## config.mk

```make
export PLATFORM = sky130hd
export DESIGN_NAME = rs_encode_wrapper
export DESIGN_NICKNAME = d
export VERILOG_FILES = /design/src/rtl/rs_encode_wrapper.sv
export SDC_FILE = /design/constraint.sdc
export NUM_CORES = 1
export LEC_CHECK = 0
export BUFFER_PORTS_ARGS = -buffer_cell sky130_fd_sc_hd__buf_4
export CAP_MARGIN = 20
export CORE_ASPECT_RATIO = 1.5
export CORE_MARGIN = 2
export CORE_UTILIZATION = 30
export DETAILED_ROUTE_END_ITERATION = 10
export PLACE_DENSITY_LB_ADDON = 0.12
export SLEW_MARGIN = 0
export SYNTH_ARGS = -nofsm -noshare
export SYNTH_HDL_FRONTEND = slang
export SYNTH_SLANG_ARGS = --single-unit
```

## constraint.sdc

```tcl
create_clock -name clk -period 11.57 [get_ports clk]
set_input_delay 2.8925 -clock clk [delete_from_list [all_inputs] [get_ports clk]]
set_output_delay 2.8925 -clock clk [all_outputs]
set_load 0.02 [all_outputs]
```

## src/rtl/rs_encode_wrapper.sv

```systemverilog
// Byte-serial systematic RS(15,11) encoder over GF(2^8) (poly 0x11D).
// Latches an 11-byte message, runs it through a 4-stage parity LFSR, then emits message + parity.
module rs_encode_wrapper #(
  parameter int K = 11,
  parameter int N = 15
) (
  input  logic           clk,
  input  logic           rst,
  input  logic           clrn,
  input  logic           encode_en,
  input  logic [K*8-1:0] message,
  output logic [N*8-1:0] encoded_data,
  output logic           output_valid,
  output logic           ready,
  output logic           encode_complete
);

  typedef enum logic [1:0] {IDLE = 2'd0, FEED = 2'd1, COMPLETE = 2'd2} state_t;

  function automatic logic [7:0] gf_mul(input logic [7:0] a, input logic [7:0] b);
    logic [7:0] r, x;
    r = 8'h00;
    x = a;
    for (int i = 0; i < 8; i++) begin
      if (b[i]) r = r ^ x;
      x = {x[6:0], 1'b0} ^ (x[7] ? 8'h1D : 8'h00);
    end
    return r;
  endfunction

  state_t         state_q, state_d;
  logic [3:0]     cnt_q, cnt_d;
  logic [K*8-1:0] msg_q, msg_d;
  logic [7:0]     p3_q, p2_q, p1_q, p0_q;
  logic [7:0]     p3_d, p2_d, p1_d, p0_d;
  logic [N*8-1:0] enc_q, enc_d;
  logic           vld_q, vld_d, rdy_q, rdy_d, done_q, done_d;
  logic [7:0]     fb;

  // msg_q rotates one byte per FEED cycle; after K rotations it is back in place for COMPLETE.
  assign fb = msg_q[7:0] ^ p3_q;

  always_comb begin
    state_d = state_q;
    cnt_d   = cnt_q;
    msg_d   = msg_q;
    p3_d    = p3_q;
    p2_d    = p2_q;
    p1_d    = p1_q;
    p0_d    = p0_q;
    enc_d   = enc_q;
    vld_d   = vld_q;
    rdy_d   = rdy_q;
    done_d  = done_q;
    case (state_q)
      IDLE: begin
        done_d = 1'b0;
        if (encode_en) begin
          msg_d   = message;
          p3_d    = 8'h00;
          p2_d    = 8'h00;
          p1_d    = 8'h00;
          p0_d    = 8'h00;
          cnt_d   = 4'd0;
          rdy_d   = 1'b0;
          vld_d   = 1'b0;
          state_d = FEED;
        end
      end
      FEED: begin
        p3_d  = p2_q ^ gf_mul(fb, 8'h0F);
        p2_d  = p1_q ^ gf_mul(fb, 8'h36);
        p1_d  = p0_q ^ gf_mul(fb, 8'h78);
        p0_d  = gf_mul(fb, 8'h40);
        msg_d = {msg_q[7:0], msg_q[K*8-1:8]};
        cnt_d = cnt_q + 4'd1;
        if (cnt_q == 4'(K - 1)) state_d = COMPLETE;
      end
      COMPLETE: begin
        enc_d   = {p0_q, p1_q, p2_q, p3_q, msg_q};
        vld_d   = 1'b1;
        done_d  = 1'b1;
        rdy_d   = 1'b1;
        state_d = IDLE;
      end
      default: state_d = IDLE;
    endcase
  end

  always_ff @(posedge clk or posedge rst) begin
    if (rst) begin
      state_q <= IDLE;
      cnt_q   <= '0;
      msg_q   <= '0;
      p3_q    <= '0;
      p2_q    <= '0;
      p1_q    <= '0;
      p0_q    <= '0;
      enc_q   <= '0;
      vld_q   <= 1'b0;
      rdy_q   <= 1'b1;
      done_q  <= 1'b0;
    end else if (!clrn) begin
      state_q <= IDLE;
      cnt_q   <= '0;
      msg_q   <= '0;
      p3_q    <= '0;
      p2_q    <= '0;
      p1_q    <= '0;
      p0_q    <= '0;
      enc_q   <= '0;
      vld_q   <= 1'b0;
      rdy_q   <= 1'b1;
      done_q  <= 1'b0;
    end else begin
      state_q <= state_d;
      cnt_q   <= cnt_d;
      msg_q   <= msg_d;
      p3_q    <= p3_d;
      p2_q    <= p2_d;
      p1_q    <= p1_d;
      p0_q    <= p0_d;
      enc_q   <= enc_d;
      vld_q   <= vld_d;
      rdy_q   <= rdy_d;
      done_q  <= done_d;
    end
  end

  assign encoded_data    = enc_q;
  assign output_valid    = vld_q;
  assign ready           = rdy_q;
  assign encode_complete = done_q;

endmodule

```

==> out/qor.txt, run 1 <==
Status -> complete, no violations
CP Cell Sequence -> buf_4 -> clkinv_2 -> buf_4 -> nor2_4 -> buf_4 -> a22o_1
Crit Path Class -> input pin to register
Initial DRT Pass Iterations -> 4
Synthesized instance count -> 884
Distinct cells, synth -> 29
Hold endpoint -> ready
CP Buf/Inv Count -> 4
R2R Setup Slk -> 8.55 ns
ANT nets after route -> 0
DR vias/cell -> 4.794
CTS root buffer -> clkbuf_16
Crit path arrival time -> 5.35 ns
Synthesized area per cell -> 12.27 um2
IO Port Bufs -> 214
Area grow syn2layout -> 26.70%
Max_cap viols -> 0
Slowest cell on the critical path -> nor2_4
Most used cell, CP -> buf_4
CP peak stage delay -> 0.87 ns
Final worst clock skew -> 0.01778 ns
Setup TNS Final -> 0 ns
CTS tree -> built
Initial antenna violation count -> 2
GR Overflow Total -> 0
Clock sink count -> 249
Final setup violation count -> 0
Final WL -> 32800 um
Least-Margin Pin Slew -> 1.076 ns
VDD IR max -> 0.1139 mV
Post-synthesis sequential area ratio -> 0.5745
Critical Path RT -> 12.04 ns
Chip width -> 159.3 um
Layout Nets -> 1160
Vias in the first global route -> 7750
Synth Cell Area -> 10850 um2
Power per Cell Area -> 197.1 nW/um2
Worst r2r path cells -> 5
Critical path peak fanout -> 92
CP top delay family -> buffers and inverters
Core ar. -> 35730 um2
IO Count -> 215
Drt drc -> 0
DP HPWL -> 21930 um
CP Capture Type -> register
Total track usage -> 0.1711
Crit start category -> input pin
Drt initial violations -> 466
Final Wtd Congestion -> 0.7629
P_leak -> 6.524 nW
Row cnt -> 85
Yosys warns -> 0
Avg WL per Cell -> 20.96 um
Worst-skew pair later-pin latency -> 0.54 ns
Share of cells above drive strength 1 -> 0.2652
Worst r2r src -> state_q[0]
Worst Hold Class -> register to register
Dpl ws -> 6.116 ns
Reg-to-reg endpoint -> msg_q[60]
Die Outline Area -> 37730 um2
Final Worst Setup Slack -> 6.686 ns
Worst Min Path Start -> ready
Num CTS Buffers -> 27
# resized after CTS -> 0
Clk slew on worst S/H paths -> 0.06 ns
Post-placement cell count -> 1515
Synth Register Bits -> 249
DIE HEIGHT -> 236.9 um
CTS max path bufs -> 3
Max-slew violation total from the final report -> 0
RSZ-0062 raised after global routing -> false
Rel. slew slack -> 0.2826
Largest net degree at the start of global routing -> 123
Syn Nets -> 978
Fin cells -> 1565
Post-cts hold buffer count -> 0
CTS H-tree depth -> 1
Initial core utilization -> 0.3036
FMAX -> 0.2047 GHz
Vias -> 7503
Post-CTS setup buffers -> 0
Crit path time final -> 4.884 ns
Hold path cells -> 2
First-pass GRT wire length -> 49850 um
Fin crit share -> 0.4222
Final Hold Viols -> 0
[cell usage after synthesis]
cell type,number,area [um2]
dfstp_2,1,26.28
xor3_1,3,71.32
xnor3_1,3,67.56
nand2b_1,2,12.51
nor2_1,6,22.52
xor2_2,1,16.27
nor3_1,1,5.000
xor2_4,1,27.53
xnor3_2,6,142.6
buf_2,6,30.03
xor2_1,8,70.07
o21ai_1,37,185.2
nand2_1,129,484.2
o31ai_1,89,668.1
ha_1,2,25.02
dfrtp_1,248,6206
and2_1,1,6.260
nand3_1,2,10.01
mux2i_1,88,880.8
inv_1,2,7.510
buf_1,10,37.54
inv_2,1,3.750
a22o_1,120,1051
nor2b_1,1,6.260
clkbuf_1,57,214.0
xnor2_2,9,146.4
a21oi_1,3,15.01
xnor2_1,46,402.9
and3_1,1,6.260
[area by class of cell]
cell class	instances	area, um2
repair buffers	226	1697
fillers	3600	21990
diodes	1	2.502
flip-flops and latches	249	6232
inverters	3	20.02
multi-input cells	559	4348
clock buffers	43	785.8
clock inverters	6	61.31
well taps	478	598.1
[worst register-to-register path: stages, from the launching register on]
cell and delay (ns):
dfrtp_1 0.41, nor2b_4 0.77, buf_4 0.58, buf_4 0.68
mux2i_1 0.33, o31ai_1 0.08
[per-stage QoR]
stage	area [um2]	total power [mW]	hold WS (ns)	util
2_1_floorplan	10850	1.682	0.4481	-
3_3_place_gp	12890	1.902	0.4625	0.3609
3_5_place_dp	12890	1.900	0.4626	0.3609
4_1_cts	13740	2.764	0.4715	0.3846
5_1_grt	13740	2.862	0.5052	0.3846
6_report	13740	2.709	0.4737	0.3846
[cells in the final DEF (no fill, tap or decap), types with 9 or more instances in the layout]
master,count
dfrtp_1,248
xnor2_1,46
clkbuf_16,27
xnor2_2,9
clkbuf_1,11
o31ai_1,89
a22o_1,120
mux2i_1,88
nand2_1,129
buf_4,226
o21ai_1,37
[per-layer routing]
layer | vias up | track usage | share of wire
met3 | 34 | 0.02522 | 0.037
met4 | 2 | 0.04711 | 0.021
met5 | - | 0 | 0.00049
li1 | 3560 | - | -
met1 | 3740 | 0.2124 | 0.41
met2 | 167 | 0.3090 | 0.53
[sequential cells by signal (all words and copies together), names as in the netlist]
signal and cells:
output_valid 1, p3_q 8, encoded_data 120, p1_q 8
p2_q 8, p0_q 8, ready 1, cnt_q 4
msg_q 88, encode_complete 1, state_q 2
[cells by family after synthesis]
logic type,count (synthesis),share of synthesized area
and+or+nand+nor,143,0.05098
AOI/OAI and AO/OA,249,0.1769
adders and majority gates,2,0.002306
DFF,249,0.5745
muxes,88,0.08120
buffers and inverters,76,0.02699
xor gates and xnor gates,77,0.08708
[where the power goes]
part	switching, mW	leakage, nW	internal [mW]
logic	0.425	2.72	0.429
clock network	0.358	0.412	0.486
registers	0.0764	3.39	0.935
total	0.860	6.52	1.85
[worst max path at each step]
stage,from,to,slack (ns),cells past startpoint
after floorplan,rst,cnt_q[0],1.84,1
after global placement,clrn,cnt_q[3],6.12,8
after detailed placement,clrn,encoded_data[103],6.12,6
after CTS,clrn,encoded_data[110],6.68,6
after global routing,clrn,msg_q[56],6.48,8
final,clrn,encoded_data[91],6.69,6
No activity file was read; power rests on OpenSTA's default activity.
==> inputs of run 2 (changes only) <==
==> constraint.sdc (replaced) <==
create_clock -name clk -period 4.9 [get_ports clk]
set_input_delay 1.225 -clock clk [delete_from_list [all_inputs] [get_ports clk]]
set_output_delay 1.225 -clock clk [all_outputs]
set_load 0.02 [all_outputs]
==> run 2 against run 1 <==
Via count rose by 0.73%; clock power rose by 140%; critical path depth fell by 1; critical path type is now register to register.
==> out/qor.txt, run 2 (same netlist as run 1, synthesis figures left out) <==
RSZ-0062 raised after global routing -> false
Area taken by multi-input logic gates -> 4348 um2
Crit path time final -> 2.592 ns
Register area -> 6232 um2
Max_cap viols -> 0
CP top delay family -> XOR/XNOR gates
Avg WL per Cell -> 21.24 um
Vias in the first global route -> 7958
Post-route cell area -> 13820 um2
Hold Slack -> 0.4641 ns
ANT nets after route -> 0
Share of cells above drive strength 1 -> 0.2673
Critical Path RT -> 5.36 ns
Critical path peak fanout -> 4
DP HPWL -> 21610 um
Max reg flops -> 120
Slowest cell on the critical path -> xnor2_1
Clock sink count -> 249
Most common cell after layout, fill and taps aside -> dfrtp_1
CTS tree -> built
Drt drc -> 0
Util after Layout -> 0.3868
Clk slew on worst S/H paths -> 0.07 ns
FMAX -> 0.3858 GHz
Dpl ws -> 1.855 ns
Power, Total -> 6.401 mW
Max-slew violation total from the final report -> 0
# resized after CTS -> 0
Fin cells -> 1565
Crit start category -> register
Highest Signal Layer -> met5
Crit path arrival time -> 3.05 ns
Num CTS Buffers -> 26
Rel. slew slack -> 0.2988
CTS max path bufs -> 3
P_leak -> 6.548 nW
Chip width -> 159.3 um
Most frequent cells in the layout -> 248 x dfrtp_1, 223 x buf_4, 129 x nand2_1, 120 x a22o_1, 89 x o31ai_1
DIE HEIGHT -> 236.9 um
Final Hold Viols -> 0
Largest net degree at the start of global routing -> 135
Met2 routed wirelength -> 17330 um
Dpl cell area -> 12970 um2
Filler cell count -> 3581
Worst r2r src -> msg_q[6]
Row cnt -> 85
Power per Cell Area -> 463.2 nW/um2
Final Wtd Congestion -> 0.7611
Initial antenna violation count -> 3
IO Port Bufs -> 214
Total track usage -> 0.1730
Met3 WL -> 1374 um
Crit Path Class -> register to register
Most used cell, CP -> xnor2_1
Worst-skew pair later-pin latency -> 0.54 ns
Status -> complete, no violations
Final WL -> 33240 um
M1 WL -> 13920 um
CP Cell Sequence -> xnor2_1 -> xnor2_2 -> xnor2_1 -> xor3_1 -> o21ai_1
Vias -> 7558
Post-CTS setup buffers -> 0
Core ar. -> 35730 um2
GR Overflow Total -> 0
First-pass GRT wire length -> 50570 um
CP Capture Type -> register
Post-cts hold buffer count -> 0
DR vias/cell -> 4.829
Least-Margin Pin Slew -> 1.052 ns
Die Outline Area -> 37730 um2
Initial core utilization -> 0.3036
Initial DRT Pass Iterations -> 5
Layout Nets -> 1161
CTS root buffer -> clkbuf_16
CP Buf/Inv Count -> 0
Final worst clock skew -> 0.01259 ns
IO Count -> 215
VDD IR max -> 0.2846 mV
Worst Min Path Start -> ready
Critical path origin -> msg_q[6]
Drt initial violations -> 410
Post-placement cell count -> 1517
Final setup violation count -> 0
CP peak stage delay -> 0.63 ns
CTS H-tree depth -> 1
Area grow syn2layout -> 27.41%
Fin crit share -> 0.5290
Setup TNS Final -> 0 ns
Worst Hold Class -> register to register
Final Worst Setup Slack -> 2.308 ns
==> run 2: cell count changes in the layout (fill, tap and decap cells not counted), sizes merged <==
cell	before	now
inv	3	2
clkbuf	43	38
buf	226	228
bufinv	1	2
clkinv	4	5
diode	1	2
clkinvlp	1	2
==> run 2: metal layers <==
layer / vias to the layer above / global-route usage
li1: 3570 / -
met1: 3767 / 0.2163
met2: 184 / 0.3113
met3: 35 / 0.02575
met4: 2 / 0.04573
met5: - / 0
==> run 2: worst min-delay path, delay by kind of cell (launching register included) <==
family	cells	cell delay (ns)
and+or+nand+nor	2	0.10
DFF	1	0.37
==> run 2: power by group <==
group / switching [mW] / internal, mW
clock network: 0.848 / 1.16
registers: 0.184 / 2.21
logic: 0.981 / 1.02
==> run 2: final timing paths <==
kind	endpoint	slack [ns]	cells past startpoint
worst max-delay path	p1_q[3]	2.31	5
worst min-delay path	ready	0.46	2
worst max register to register	p1_q[3]	2.31	5
worst min register to register	ready	0.46	2
max in group asynchronous	p2_q[5]	3.10	3
min in group asynchronous	encoded_data[58]	0.81	2
==> run 2: layout make-up <==
cell class                      count  area share
Tap cell                          478     0.04327
Clock buffer                       38     0.05405
Clock inverter                      8    0.007242
Sequential cell                   249      0.4509
Inverter                            3    0.001177
Timing Repair Buffer              228      0.1284
Antenna cell                        2   0.0003621
Multi-Input combinational cell    559      0.3146
==> inputs of run 3 (changes only) <==
==> constraint.sdc (replaced) <==
create_clock -name clk -period 2.15 [get_ports clk]
set_input_delay 0.5375 -clock clk [delete_from_list [all_inputs] [get_ports clk]]
set_output_delay 0.5375 -clock clk [all_outputs]
set_load 0.02 [all_outputs]
==> run 3 against run 2 <==
Register-to-register slack lost 2.2 ns; clock power grew 130%; core utilization grew 1.3 points; first-iteration DRC count grew 14%; sequential power grew 130%; critical path depth is the same; maximum frequency grew 29%.
==> out/qor.txt, run 3 (same netlist as run 1, synthesis figures left out) <==
Crit Path Class -> register to register
Worst r2r src -> msg_q[7]
Status -> complete, no violations
CTS max path bufs -> 3
Initial DRT Pass Iterations -> 5
Max-slew violation total from the final report -> 0
DIE HEIGHT -> 236.9 um
Drt initial violations -> 466
Avg WL per Cell -> 21.16 um
Vias -> 7726
Crit path time final -> 2.002 ns
ANT cells -> 0
Worst r2r path cells -> 5
Reg-to-reg endpoint -> p1_q[1]
Power per Cell Area -> 1047 nW/um2
ANT nets after route -> 0
Setup TNS Final -> 0 ns
CP top delay family -> XOR/XNOR gates
Chip width -> 159.3 um
Most common cell after layout, fill and taps aside -> dfrtp_1
Least-Margin Pin Slew -> 0.6436 ns
RSZ-0062 raised after global routing -> false
Final Worst Setup Slack -> 0.1480 ns
DP HPWL -> 23690 um
Final Wtd Congestion -> 0.8174
Row cnt -> 85
Initial antenna violation count -> 0
Rel. slew slack -> 0.5709
Total track usage -> 0.1788
Crit start category -> register
Initial core utilization -> 0.3036
CTS tree -> built
Max_cap viols -> 0
Vias in the first global route -> 8054
Final Hold Viols -> 0
Clk slew on worst S/H paths -> 0.06 ns
Fin crit share -> 0.9312
Dpl ws -> 0.06930 ns
Final worst clock skew -> 0.009343 ns
Critical Path RT -> 2.56 ns
FMAX -> 0.4995 GHz
CTS root buffer -> clkbuf_16
Drt drc -> 0
Util after Layout -> 0.4002
Crit path arrival time -> 2.42 ns
R2R Setup Slk -> 0.15 ns
CP peak stage delay -> 0.54 ns
Worst Hold Class -> input pin to register
IO Port Bufs -> 214
CTS H-tree depth -> 1
P_leak -> 6.790 nW
Hold endpoint -> ready
Final setup violation count -> 0
VDD IR max -> 0.6250 mV
Share of cells above drive strength 1 -> 0.2932
CP Buf/Inv Count -> 0
Die Outline Area -> 37730 um2
DR vias/cell -> 4.829
Worst-skew pair later-pin latency -> 0.54 ns
GR Overflow Total -> 0
CP Cell Sequence -> xor2_4 -> xnor3_2 -> xor2_2 -> xnor2_1 -> o21ai_1
CP Capture Type -> register
Layout Nets -> 1198
Largest net degree at the start of global routing -> 81
Area grow syn2layout -> 31.83%
Clock sink count -> 249
Hold path cells -> 4
First-pass GRT wire length -> 51830 um
Num CTS Buffers -> 26
Core ar. -> 35730 um2
Max reg flops -> 120
Worst Min Path Start -> encode_en
Critical path peak fanout -> 5
Most frequent cells in the layout -> 248 x dfrtp_1, 245 x buf_4, 129 x nand2_1, 120 x a22o_1, 89 x o31ai_1
IO Count -> 215
Final WL -> 33860 um
Slowest cell on the critical path -> xnor3_2
Post-CTS setup buffers -> 0
## run 3: changes by cell type in the layout (fill, tap and decap cells not counted), moves of 2 or more
cell / change
buf_4: +22
clkbuf_1: -3
buf_12: +14
clkbuf_8: +2
diode_2: -2
clkinvlp_4: +2
## run 3: power breakdown
group	total (mW)	internal (mW)	leakage [nW]	switching [mW]
registers	5.44	5.03	3.39	0.410
logic	4.90	2.58	2.98	2.33
clock network	4.63	2.70	0.419	1.93
total	15.0	10.3	6.79	4.66
## run 3: per-layer routing
metal | vias up | share of wire | GRT usage
li1 | 3645 | - | -
met1 | 3882 | 0.41 | 0.2194
met2 | 163 | 0.54 | 0.3299
met3 | 36 | 0.037 | 0.02452
met4 | 0 | 0.020 | 0.04435
met5 | - | 0 | 0
## run 3: repair_timing
item / in CTS / in global routing
hold buffers: 1 / 0
gates resized for setup: 0 / 1
setup endpoints to repair: 0 / 3
hold endpoints to repair: 8 / 0
## run 3: final cells by class
cell class                      count  area (um2)
Timing Repair Buffer              265        2230
Clock inverter                      9       102.6
Tap cell                          478       598.1
Multi-Input combinational cell    559        4359
Sequential cell                   249        6232
Fill cell                        3546       21430
Clock buffer                       37       763.2
Inverter                            3       16.27
## run 3: worst reg2reg max path, stage by stage, from the launching register on
cell and delay (ns):
dfrtp_1 0.51, xor2_4 0.24, xnor3_2 0.54, xor2_2 0.35, xnor2_1 0.17, o21ai_1 0.07
## run 3: worst max path at each step
stage                          end  cells after the start      from
final                      p1_q[1]                      5  msg_q[7]
after global routing       p1_q[1]                      5  msg_q[7]
after CTS                  p1_q[6]                      6  msg_q[7]
after detailed placement   p1_q[6]                      6  msg_q[7]
after global placement     p1_q[6]                      6  msg_q[7]
after floorplan           cnt_q[0]                      1       rst
## run 3: metrics by stage
| step | std cells | instance area [um2] | hold WS (ns) | total power, mW |
|---|---|---|---|---|
| 2_1_floorplan | 884 | 10850 | 0.4481 | 9.053 |
| 3_3_place_gp | 1553 | 13410 | 0.4642 | 10.44 |
| 3_5_place_dp | 1553 | 13410 | 0.4758 | 10.49 |
| 4_1_cts | 1600 | 14290 | 0.2321 | 15.23 |
| 5_1_grt | 1600 | 14300 | 0.2504 | 15.78 |
| 6_report | 1600 | 14300 | 0.2659 | 14.97 |
